File: src/rtl/reg_scoreboard_pkg.sv
// Shared widths and defaults for the register scoreboard: GPR address bus, latency counter
// width and the MTC0-to-MFC0 spacing.
package reg_scoreboard_pkg;

  localparam int unsigned REG_ADDR_W  = 5;
  localparam int unsigned NUM_GPR     = 32;
  localparam int unsigned LAT_W_DEF   = 6;
  localparam int unsigned CP0_LAT_DEF = 2;

  typedef logic [REG_ADDR_W-1:0] reg_addr_t;

  // Counter width able to hold max_val; never narrower than one bit.
  function automatic int unsigned cnt_width(input int unsigned max_val);
    return (max_val == 0) ? 1 : $clog2(max_val + 1);
  endfunction

endpackage

File: src/rtl/reg_scoreboard_if.sv
// ID-stage <-> scoreboard signal bundle. The master is the decode stage and CP0 flush source;
// the slave is the scoreboard.
interface reg_scoreboard_if
  import reg_scoreboard_pkg::*;
#(
  parameter int unsigned LAT_W = LAT_W_DEF
) ();

  logic             id_valid;
  logic             id_read_en_1;
  logic             id_read_en_2;
  reg_addr_t        id_read_addr_1;
  reg_addr_t        id_read_addr_2;
  logic             id_write_en;
  reg_addr_t        id_write_addr;
  logic [LAT_W-1:0] id_write_lat;
  logic             id_cp_read_en;
  logic             id_cp_write_en;
  logic             flush;
  logic             stall;
  logic             issue;
  logic [31:0]      stall_cnt;

  modport master (
    output id_valid, id_read_en_1, id_read_en_2, id_read_addr_1, id_read_addr_2,
           id_write_en, id_write_addr, id_write_lat, id_cp_read_en, id_cp_write_en, flush,
    input  stall, issue, stall_cnt
  );

  modport slave (
    input  id_valid, id_read_en_1, id_read_en_2, id_read_addr_1, id_read_addr_2,
           id_write_en, id_write_addr, id_write_lat, id_cp_read_en, id_cp_write_en, flush,
    output stall, issue, stall_cnt
  );

endinterface

File: src/rtl/sb_entry.sv
// One scoreboard entry: a loadable down-counter that is busy while nonzero.
// Clear beats load, and load beats the free-running decrement.
module sb_entry #(
  parameter int unsigned W = 6
) (
  input  logic         clk,
  input  logic         rst,
  input  logic         clr_i,
  input  logic         load_i,
  input  logic [W-1:0] load_val_i,
  output logic         busy_o
);

  logic [W-1:0] cnt_q, cnt_d;

  always_comb begin
    cnt_d = cnt_q;
    if (cnt_q != '0) cnt_d = cnt_q - W'(1);
    if (load_i)      cnt_d = load_val_i;
    if (clr_i)       cnt_d = '0;
  end

  always_ff @(posedge clk or posedge rst) begin
    if (rst) cnt_q <= '0;
    else     cnt_q <= cnt_d;
  end

  assign busy_o = (cnt_q != '0);

endmodule

File: src/rtl/reg_scoreboard.sv
// GPR/CP0 hazard scoreboard: stalls the ID instruction on RAW, WAW or an MFC0 following
// a recent MTC0; tracks result latency per GPR and counts stalled cycles.
module reg_scoreboard
  import reg_scoreboard_pkg::*;
#(
  parameter int unsigned LAT_W   = LAT_W_DEF,
  parameter int unsigned CP0_LAT = CP0_LAT_DEF
) (
  input logic             clk,
  input logic             rst,
  reg_scoreboard_if.slave bus
);

  localparam int unsigned CpW = cnt_width(CP0_LAT);

  logic [NUM_GPR-1:0] busy;
  logic               cp_busy;
  logic               raw, waw, cp;
  logic               stall, issue;
  logic [31:0]        stall_cnt_q, stall_cnt_d;

  // GPR 0 is hardwired zero, so it never carries a pending result.
  assign busy[0] = 1'b0;

  for (genvar g = 1; g < NUM_GPR; g++) begin : g_gpr
    logic load;
    assign load = issue & bus.id_write_en & (bus.id_write_addr == reg_addr_t'(g)) &
                  (bus.id_write_lat != '0);
    sb_entry #(.W(LAT_W)) u_entry (
      .clk        (clk),
      .rst        (rst),
      .clr_i      (bus.flush),
      .load_i     (load),
      .load_val_i (bus.id_write_lat),
      .busy_o     (busy[g])
    );
  end

  sb_entry #(.W(CpW)) u_cp0_entry (
    .clk        (clk),
    .rst        (rst),
    .clr_i      (bus.flush),
    .load_i     (issue & bus.id_cp_write_en),
    .load_val_i (CpW'(CP0_LAT)),
    .busy_o     (cp_busy)
  );

  // Hazards are judged on pre-issue counters, so a source equal to its own destination
  // only sees the older producer.
  assign raw = (bus.id_read_en_1 & busy[bus.id_read_addr_1]) |
               (bus.id_read_en_2 & busy[bus.id_read_addr_2]);
  assign waw = bus.id_write_en & busy[bus.id_write_addr];
  assign cp  = bus.id_cp_read_en & cp_busy;

  assign stall = ~rst & bus.id_valid & ~bus.flush & (raw | waw | cp);
  assign issue = ~rst & bus.id_valid & ~stall & ~bus.flush;

  always_comb begin
    stall_cnt_d = stall_cnt_q;
    if (stall && (stall_cnt_q != '1)) stall_cnt_d = stall_cnt_q + 32'd1;
  end

  always_ff @(posedge clk or posedge rst) begin
    if (rst) stall_cnt_q <= '0;
    else     stall_cnt_q <= stall_cnt_d;
  end

  assign bus.stall     = stall;
  assign bus.issue     = issue;
  assign bus.stall_cnt = stall_cnt_q;

endmodule

File: src/flat_wrapper.sv
// flat-port wrapper written by rule: the top's interface ports become plain ports
module reg_scoreboard_flat import reg_scoreboard_pkg::*;
#(
  parameter int unsigned LAT_W   = LAT_W_DEF,
  parameter int unsigned CP0_LAT = CP0_LAT_DEF
)
  (clk, rst, bus_id_valid, bus_id_read_en_1, bus_id_read_en_2, bus_id_read_addr_1, bus_id_read_addr_2, bus_id_write_en, bus_id_write_addr, bus_id_write_lat, bus_id_cp_read_en, bus_id_cp_write_en, bus_flush, bus_stall, bus_issue, bus_stall_cnt);
  reg_scoreboard_if #(.LAT_W(LAT_W)) bus_i ();
  input logic clk;
  input logic rst;
  input wire logic [$bits(bus_i.id_valid)-1:0] bus_id_valid;
  input wire logic [$bits(bus_i.id_read_en_1)-1:0] bus_id_read_en_1;
  input wire logic [$bits(bus_i.id_read_en_2)-1:0] bus_id_read_en_2;
  input wire logic [$bits(bus_i.id_read_addr_1)-1:0] bus_id_read_addr_1;
  input wire logic [$bits(bus_i.id_read_addr_2)-1:0] bus_id_read_addr_2;
  input wire logic [$bits(bus_i.id_write_en)-1:0] bus_id_write_en;
  input wire logic [$bits(bus_i.id_write_addr)-1:0] bus_id_write_addr;
  input wire logic [$bits(bus_i.id_write_lat)-1:0] bus_id_write_lat;
  input wire logic [$bits(bus_i.id_cp_read_en)-1:0] bus_id_cp_read_en;
  input wire logic [$bits(bus_i.id_cp_write_en)-1:0] bus_id_cp_write_en;
  input wire logic [$bits(bus_i.flush)-1:0] bus_flush;
  output wire logic [$bits(bus_i.stall)-1:0] bus_stall;
  output wire logic [$bits(bus_i.issue)-1:0] bus_issue;
  output wire logic [$bits(bus_i.stall_cnt)-1:0] bus_stall_cnt;
  assign bus_i.id_valid = bus_id_valid;
  assign bus_i.id_read_en_1 = bus_id_read_en_1;
  assign bus_i.id_read_en_2 = bus_id_read_en_2;
  assign bus_i.id_read_addr_1 = bus_id_read_addr_1;
  assign bus_i.id_read_addr_2 = bus_id_read_addr_2;
  assign bus_i.id_write_en = bus_id_write_en;
  assign bus_i.id_write_addr = bus_id_write_addr;
  assign bus_i.id_write_lat = bus_id_write_lat;
  assign bus_i.id_cp_read_en = bus_id_cp_read_en;
  assign bus_i.id_cp_write_en = bus_id_cp_write_en;
  assign bus_i.flush = bus_flush;
  assign bus_stall = bus_i.stall;
  assign bus_issue = bus_i.issue;
  assign bus_stall_cnt = bus_i.stall_cnt;
  reg_scoreboard #(.LAT_W(LAT_W), .CP0_LAT(CP0_LAT)) u_core (.clk(clk), .rst(rst), .bus(bus_i));
endmodule
File: config.mk
export PLATFORM = sky130hd
export DESIGN_NAME = reg_scoreboard_flat
export DESIGN_NICKNAME = d
export VERILOG_FILES = /design/src/rtl/reg_scoreboard_pkg.sv /design/src/rtl/reg_scoreboard_if.sv /design/src/rtl/sb_entry.sv /design/src/rtl/reg_scoreboard.sv /design/src/flat_wrapper.sv
export SDC_FILE = /design/constraint.sdc
export NUM_CORES = 1
export LEC_CHECK = 0
export CORE_UTILIZATION = 62
export DETAILED_ROUTE_END_ITERATION = 10
export GPL_ROUTABILITY_DRIVEN = 0
export GPL_TIMING_DRIVEN = 0
export PLACE_DENSITY = 0.89
export SYNTH_ARGS = -nofsm -noshare
export SYNTH_HDL_FRONTEND = slang
export SYNTH_SLANG_ARGS = --single-unit
export TNS_END_PERCENT = 30
File: constraint.sdc
create_clock -name clk -period 12.72 [get_ports clk]
set_clock_uncertainty 0.2 [all_clocks]
set_input_delay 2.544 -clock clk [delete_from_list [all_inputs] [get_ports clk]]
set_output_delay 2.544 -clock clk [all_outputs]
set_load 0.005 [all_outputs]
# Word-level counts from Yosys, hierarchy flattened
# Cells that the tools add are included.
# totals
regBits	220
inputBits	30
out_inout_bits	34
elab_cells	348
# classes
add_sub_neg	33
n_lt_le_gt_ge	3
n_eq_ne	32
n_mux	102
bitwise	79
n_reduce_logical	66
# ops
cell	count
two-way mux 6 bit	93
nonzero test 6 bit	32
subtractor 6 x 1 -> 6 bit (second input constant)	31
nonzero test 3 bit	32
== test 5 bit (second input constant)	16
AND 1 bit	73
== test 5 x 4 -> 1 bit (second input constant)	8
adder 32 x 1 -> 32 bit (second input constant)	1
!= test 32 bit (second input constant)	1
== test 5 x 3 -> 1 bit (second input constant)	4
less-than comparator 5 x 6 -> 1 bit (second input constant)	3
binary-select mux 1 bit (select 5 bit)	3
== test 5 x 2 -> 1 bit (second input constant)	2
two-way mux 2 bit	3
== test 5 x 1 -> 1 bit (second input constant)	1
two-way mux 1 bit	3
NOT 1 bit	3
OR 1 bit	3
nonzero test 2 bit	1
subtractor 2 x 1 -> 2 bit (second input constant)	1
logical AND 1 bit	1

# Logic depth before layout (Yosys ltp)
# Gate-level depths: netlist (run 1).
# logic_depth
depth_word	16
mapped_depth	15
ltp_nobuf	11

# Cells and area by module
# From an unflattened synthesis (run 1), not the netlist that was laid out.
# hier_totals
cells_unflattened	1675
area_unflattened_um2	15413.5
# by_module_without_submodules
module	n_inst	cells_each	area_each_um2	seq_area_each_um2
sb_entry (u_core.g_gpr[10].u_entry ...)	31	43	392.9	150.1
reg_scoreboard	1	328	3094.2	800.8
sb_entry (u_core.u_cp0_entry)	1	14	140.1	50.0

# Worst setup path after synthesis (run 1)
# Ideal clock, no wire load.
# synth_path
path_type	input port to output port
startpoint	input port rst
endpoint	output port bus_issue
arrival_ns	8.686
required_ns	9.976
slack_ns	1.290
stages	4
n_path_buf	1
cell_sequence	inv_1 nand3_1 clkbuf_1 nor3_1
# synth_between
elab_chain_cells	7
# synth_lines
element	line_no	rtl
from (decl)	flat_wrapper.sv:10	input logic rst;
NOT 1 bit *	reg_scoreboard.sv:55, reg_scoreboard.sv:56	
AND 1 bit *	reg_scoreboard.sv:55, reg_scoreboard.sv:56	
AND 1 bit (2 in series)	reg_scoreboard.sv:55	assign stall = ~rst & bus.id_valid & ~bus.flush & (raw | waw | cp);
NOT 1 bit	reg_scoreboard.sv:56	assign issue = ~rst & bus.id_valid & ~stall & ~bus.flush;
AND 1 bit * (2 in series)	reg_scoreboard.sv:56	
to (decl)	flat_wrapper.sv:23	output wire logic [$bits(bus_i.issue)-1:0] bus_issue;
# Every way passes the cells marked *; elsewhere a longest branch is shown, timed or not.

# Final worst setup path (run 1)
# layout_path
startpoint	input port bus_id_read_addr_1[1]
endpoint	output port bus_stall
# layout_between
elab_chain_cells	7
# layout_lines
element	line_no	rtl
from (decl)	flat_wrapper.sv:14	input wire logic [$bits(bus_i.id_read_addr_1)-1:0] bus_id_read_addr_1;
binary-select mux 1 bit (select 5 bit)	reg_scoreboard.sv:50	assign raw = (bus.id_read_en_1 & busy[bus.id_read_addr_1]) |
two-way mux 1 bit (implied by the code)	reg_scoreboard.sv:50	
AND 1 bit	reg_scoreboard.sv:50	
OR 1 bit	reg_scoreboard.sv:50	
OR 1 bit (2 in series)	reg_scoreboard.sv:55	
AND 1 bit	reg_scoreboard.sv:55	
to (decl)	flat_wrapper.sv:22	output wire logic [$bits(bus_i.stall)-1:0] bus_stall;
# No other way between the ends. The select of a mux whose other input is x is not followed.

==> run summary, run 1 <==
Required time of the critical path: 9.98 ns
Maximum clock rate: 100 MHz
RSZ-0062 raised after global routing: false
Detailed Routing Iterations Pass 1: 8
Minimum clock period after layout: 10.0 ns
Die W: 151 um
Vias/cell: 6.70
Flops & latches, synth: 220
Final setup viols: 0
Routed Wire Length: 42.7 mm
Synth Area per Inst: 9.09 um^2
Cell chain of the critical path: clkdlybuf4s50_1, clkbuf_1, clkbuf_1, o21ai_0, a221o_1, nor4_1, or4b_1, buf_2, nor2_8, buf_4, buf_2, nor2_1, clkdlybuf4s50_1
Static leakage: 0.00674 uW
WP buf/inv: 7
Pwr dens: 259 nW/um^2
Crit end category: output port
Synthesized Nets: 1582
Worst Tran Pin Value: 1.26 ns
Largest net degree at the start of global routing: 86
Vias in the first global route: 12388
Relative slew margins: 15.5%
Ratio of cells with drive above 1 in the final layout: 6.66%
Worst-path clk slew: 0.06 ns
DR DRC count: 0
CP delay by family, top: buffers and inverters
Setup WS post-layout: 2.72 ns
Antenna violations before repair: 2
Post-Syn Instances: 1518
Post-route clock period utilization: 78.6%
Post-cts repair resize count: 0
Hold-fix buffers, CTS: 0
Startpoint types: input port
Fill count: 1571
Overall routing resource usage: 38.1%
Mapped Area: 13800 um^2
Floorplan row count: 54
Synth-to-Final Area Change: 12.9%
Routed Antenna Nets: 0
Final Max Slew Viols: 0
Yosys top cell by area: dfrtp_1
Worst hold slack: 0.298 ns
Top-area cell type share of the netlist area: 39.9%
Nets: 1668
Ys Warns: 0
Final Hold Vio Count: 0
Placeable Area: 21800 um^2
Setup WS pre-CTS: 3.04 ns
Final HPWL DP: 30.3 mm
Hold WC Path Type: reg -> reg
Sequential area share after synthesis: 39.9%
DR WL/cell: 22.4 um
Max_cap viols: 0
Critical path's largest stage delay: 0.88 ns
TritonCTS Buffers: 25
Crit Path Class: in -> out
Layout Utilization: 71.4%
Global-route wire length before repair: 66.1 mm
Die height: 151 um
H-tree levels: 1
Async SR Flop Fraction: 100%
First-iteration detailed-routing DRC count: 1729
Num ports: 64
Critical Path AT: 7.26 ns
Post-synth EDFFs: 0
DIE AREA: 22900 um^2
CTS tree: built
Post-synth top flop: dfrtp_1
Post-CTS Setup Inserts: 0
Clock sinks: 220
Status: finished, final reports clean
Clk buf depth: 3
CTS Root Cell: clkbuf_16
Synth cell types: 85
Clock Latency Late Sink: 0.54 ns
Number of buffers added on ports: 57
Crit Path Max Fanout: 10
CP max-delay cell: nor4_1
Peak VDD IR: 0.000156 V
Total grt overflow: 0
Synth top area cells: dfrtp_1 (40%), xnor2_1 (5.9%), nand2_1 (4.8%)
Via count: 12758
Initial core utilization: 63.3%
==> worst reg2reg max path: stages (launching register included) <==
cell and delay (ns):
dfrtp_1 0.34, inv_1 0.06, ha_1 0.23, or3b_2 0.23, or3_1 0.11, clkbuf_1 0.37, o21ai_0 0.14, a221o_1 0.41
nor4_1 0.88, nor4b_2 0.27, a211oi_1 0.78, clkbuf_1 0.44, nand4_1 0.17, xnor2_1 0.16
==> flip-flops by register name, summed over array words and instances (netlist names) <==
signal / flops
u_core.bus.stall_cnt: 32
u_core.g_gpr.u_entry.cnt_q: 186
u_core.u_cp0_entry.cnt_q: 2
==> cell usage in the layout, fill, tap and decap left out, types with 14 or more instances in the layout <==
cell type        instances
dfrtp_1                220
nand2_1                176
nor2_1                 106
xnor2_1                 93
inv_1                   83
a21oi_1                 81
clkbuf_1                68
xor2_1                  64
nor3_1                  63
clkdlybuf4s50_1         57
nand3_1                 52
mux2i_1                 47
nor3b_1                 43
ha_1                    34
nand4_1                 33
o21ai_0                 29
o32ai_1                 29
clkbuf_16               25
or3_1                   23
o211ai_1                21
and2_1                  18
and3_1                  15
nand2b_1                14
==> layout make-up <==
| type | instances | area (um^2) | area share (%) |
|---|---|---|---|
| well taps | 280 | 350 | 2.25 |
| flip-flops and latches | 220 | 5510 | 35.3 |
| multi-input cells | 1138 | 7660 | 49.2 |
| inverters | 84 | 323 | 2.07 |
| clock inverters | 7 | 45.0 | 0.289 |
| plain buffers | 76 | 320 | 2.06 |
| clock buffers | 38 | 744 | 4.78 |
| diodes | 1 | 2.50 | 0.0161 |
| repair buffers | 59 | 626 | 4.02 |
==> final timing paths <==
kind | from | end | slack [ns] | cells after the start
max in group asynchronous | rst | u_core.g_gpr[18].u_entry.cnt_q[0] | 9.31 | 3
min in group asynchronous | rst | u_core.g_gpr[8].u_entry.cnt_q[4] | 2.24 | 2
hold reg to reg | u_core.bus.stall_cnt[17] | u_core.bus.stall_cnt[17] | 0.30 | 1
setup / recovery | bus_id_read_addr_1[1] | bus_stall | 2.72 | 13
setup reg to reg | u_core.g_gpr[21].u_entry.cnt_q[0] | u_core.bus.stall_cnt[19] | 7.80 | 13
hold / removal | u_core.bus.stall_cnt[17] | u_core.bus.stall_cnt[17] | 0.30 | 1
==> logic make-up (layout without fill, tap and decap cells) <==
kind of cell / Yosys count / after routing / synth area share, %
AOI/OAI and AO/OA: 255 / 255 / 12.6
xor gates and xnor gates: 157 / 157 / 9.96
adders and majority gates: 34 / 34 / 3.08
buffers and inverters: 160 / 264 / 4.60
DFF: 220 / 220 / 39.9
muxes: 70 / 70 / 5.69
other: 0 / 1 / 0
and+or+nand+nor: 622 / 622 / 24.2
==> per-layer routing <==
layer	up-vias	wire length (um)	track usage [%]
li1	5583	-	-
met1	6082	15400	46.8
met3	268	5240	10.3
met5	-	13	0
met2	823	18700	58.5
met4	2	3280	25.5
==> through the flow <==
| step | instances | area, um^2 | TNS (ns) | power (uW) |
|---|---|---|---|---|
| after detailed placement | 1857 | 14800 | 0 | 3250 |
| after global placement | 1855 | 14700 | -41.47 | 3130 |
| final | 1903 | 15600 | 0 | 4030 |
| after global routing | 1902 | 15600 | 0 | 4280 |
| after floorplan | 1518 | 13800 | 0 | 2760 |
| after CTS | 1902 | 15600 | 0 | 3970 |
==> cell usage after synthesis, drive strengths merged, types with 21 or more instances <==
cell / instances
dfrtp: 220
nand2: 176
nor2: 108
xnor2: 93
inv: 84
a21oi: 81
nor3: 64
xor2: 64
clkbuf: 62
nand3: 58
mux2i: 47
nor3b: 46
nand4: 36
ha: 34
o21ai: 31
o32ai: 29
or3: 23
o211ai: 21
==> report_power, final <==
part	total [uW]	internal (uW)	switching [uW]
logic	2110	908	1200
registers	1220	964	258
clock network	703	403	300
total	4030	2280	1760
(Power assumes the default switching activity.)
==> inputs of run 2 (changes only) <==
- CORE_UTILIZATION: 62 -> 56
- PLACE_DENSITY: 0.89 -> 0.85
- clock period: 12.72 -> 8.5 ns (I/O delays scaled with it)
==> run 2 against run 1 <==
Global-route usage decreased by 3.3 points. Count of clock-buffer cells in the layout rose by 4. First-iteration DRC count grew 1.5%. Clock power is 55% higher. Setup slack lost 2.5 ns. Total power up 51%. Final cell count up 2.4%. Routed wire length rose by 3.1%. Combinational power up 50%. Sequential power grew 50%. Non-clock buffer count rose by 4.
==> run summary, run 2 (synthesis results as in run 1) <==
Status: finished, final reports clean
Fill count: 1980 (+26%)
Detailed Routing Iterations Pass 1: 9 (+1)
Vias in the first global route: 12686 (+2.4%)
Crit Path Max Fanout: 10 (unchanged)
Max_cap viols: 0 (unchanged)
Critical Path AT: 6.43 ns (-0.83 ns)
Startpoint types: input port
Worst-path clk slew: 0.05 ns (about the same)
DR DRC count: 0 (unchanged)
WP buf/inv: 7 (unchanged)
Vias/cell: 6.60 (-1.5%)
CTS tree: built
Total power: 6080 uW (+51%)
Crit Path Class: in -> out
Hold WC Path Type: reg -> reg
Synth-to-Final Area Change: 13.9%
TritonCTS Buffers: 25 (unchanged)
Commonest non-fill, non-tap cells in the layout: dfrtp_1 (220), nand2_1 (176), nor2_1 (106)
Setup_tns: 0 ns (unchanged)
Clock sinks: 220 (unchanged)
Final Hold Vio Count: 0 (unchanged)
Post-cts repair resize count: 0 (unchanged)
CTS Root Cell: clkbuf_16
Static leakage: 0.00677 uW (+0.56%)
Post-CTS Setup Inserts: 0 (unchanged)
Pwr dens: 387 nW/um^2 (+49%)
Area of the multi-input gates: 7660 um^2 (unchanged)
Top reg by flops: u_core.g_gpr.u_entry.cnt_q
Antenna violations before repair: 1 (-1)
Worst Tran Pin Value: 1.14 ns (-0.119 ns)
Maximum clock rate: 120 MHz
Total grt overflow: 0 (unchanged)
H-tree levels: 1 (unchanged)
Crit end category: output port
Number of buffers added on ports: 57 (unchanged)
Ratio of cells with drive above 1 in the final layout: 6.83% (+0.17 points)
Initial core utilization: 56.9% (-6.3 points)
DR WL/cell: 22.6 um (+0.63%)
Leading cell type in the layout, fill and taps excluded: dfrtp_1
Hold-fix buffers, CTS: 0 (unchanged)
Global-route wire length before repair: 68.8 mm (+4.0%)
CP delay by family, top: buffers and inverters
Antenna cells: 0 (-1)
Largest net degree at the start of global routing: 43 (-50%)
Relative slew margins: 23.5% (+8.0 points)
Num ports: 64 (unchanged)
Reg area: 5510 um^2 (unchanged)
Routed Antenna Nets: 0 (unchanged)
RSZ-0062 raised after global routing: false
First-iteration detailed-routing DRC count: 1755 (+1.5%)
Floorplan row count: 57 (+5.6%)
Placeable Area: 24200 um^2 (+11%)
Final Max Slew Viols: 0 (unchanged)
Overall routing resource usage: 34.7% (-3.3 points)
Clk buf depth: 3 (unchanged)
Final HPWL DP: 31.2 mm (+2.8%)
Nets: 1672 (+0.24%)
Required time of the critical path: 6.60 ns (-3.38 ns)
Cell chain of the critical path: clkdlybuf4s50_1, clkbuf_1, clkbuf_1, o21ai_0, a221o_1, nor4_1, or4b_1, buf_2, nor2_8, buf_4, buf_2, nor2_1, clkdlybuf4s50_1
DIE AREA: 25300 um^2 (+11%)
Minimum clock period after layout: 8.33 ns
Via count: 12869 (+0.87%)
Max reg flops: 186 (unchanged)
Die height: 159 um (+5.2%)
Die W: 159 um (+5.2%)
CP max-delay cell: nor4_1
Post-route clock period utilization: 98.0%
Final setup viols: 0 (unchanged)
Peak VDD IR: 0.000228 V (+46%)
Clock Latency Late Sink: 0.55 ns (about the same)
Critical path's largest stage delay: 0.87 ns (about the same)
Routed Wire Length: 44.0 mm (+3.1%)
[run 2: path summary, 6_finish.rpt]
| path | start | end | slack (ns) | depth (start not counted) |
|---|---|---|---|---|
| hold reg to reg | u_core.bus.stall_cnt[12] | u_core.bus.stall_cnt[12] | 0.30 | 1 |
| hold / removal | u_core.bus.stall_cnt[12] | u_core.bus.stall_cnt[12] | 0.30 | 1 |
| setup / recovery | bus_id_read_addr_1[1] | bus_stall | 0.17 | 13 |
| min in group asynchronous | rst | u_core.g_gpr[8].u_entry.cnt_q[1] | 1.35 | 2 |
| max in group asynchronous | rst | u_core.g_gpr[27].u_entry.cnt_q[1] | 5.72 | 5 |
| setup reg to reg | u_core.g_gpr[22].u_entry.cnt_q[0] | u_core.g_gpr[5].u_entry.cnt_q[4] | 3.55 | 12 |
[run 2: area by class of cell]
class	count	share of cell area, %
buffer	76	2.04
clock buffer	42	5.08
clock inverter	2	0.159
inverter	84	2.03
multi-input combinational	1138	48.7
sequential	220	35.0
tap	324	2.58
timing repair buffer	63	4.39
[run 2: worst register-to-register path: stages, from the launching register on]
cell	delay, ns
dfrtp_1	0.41
inv_1	0.07
ha_1	0.18
or3b_2	0.53
nor3_1	0.78
o22a_1	0.25
o21ai_0	0.10
o311a_1	0.39
o21ai_1	0.62
nand4b_1	0.41
clkbuf_1	0.40
o221a_2	0.36
nor3_1	0.17
[run 2: layer usage]
metal / GRT usage (%) / routed length (um)
met3: 10.5 / 5450
met5: 1.70 / 54
met4: 24.1 / 3260
met1: 43.0 / 16100
met2: 52.0 / 19100
[run 2: per-stage QoR]
step / hold WS (ns) / std cells / cell area (um^2) / setup slack (ns) / util (%)
after global routing: 0.323 / 1949 / 15700 / 0.0915 / 64.9
after CTS: 0.301 / 1949 / 15700 / 0.404 / 64.9
final: 0.299 / 1949 / 15700 / 0.171 / 64.9
after detailed placement: 0.289 / 1905 / 14900 / 0.420 / 61.5
after global placement: 0.276 / 1899 / 14800 / -2.86 / 61.0
after floorplan: 0.281 / 1518 / 13800 / 0.458 / -
[run 2: power breakdown]
group          leakage (uW)  switching, uW  internal [uW]
Combinational       0.00345           1800           1360
Clock              0.000408            454            638
Sequential          0.00292            390           1440
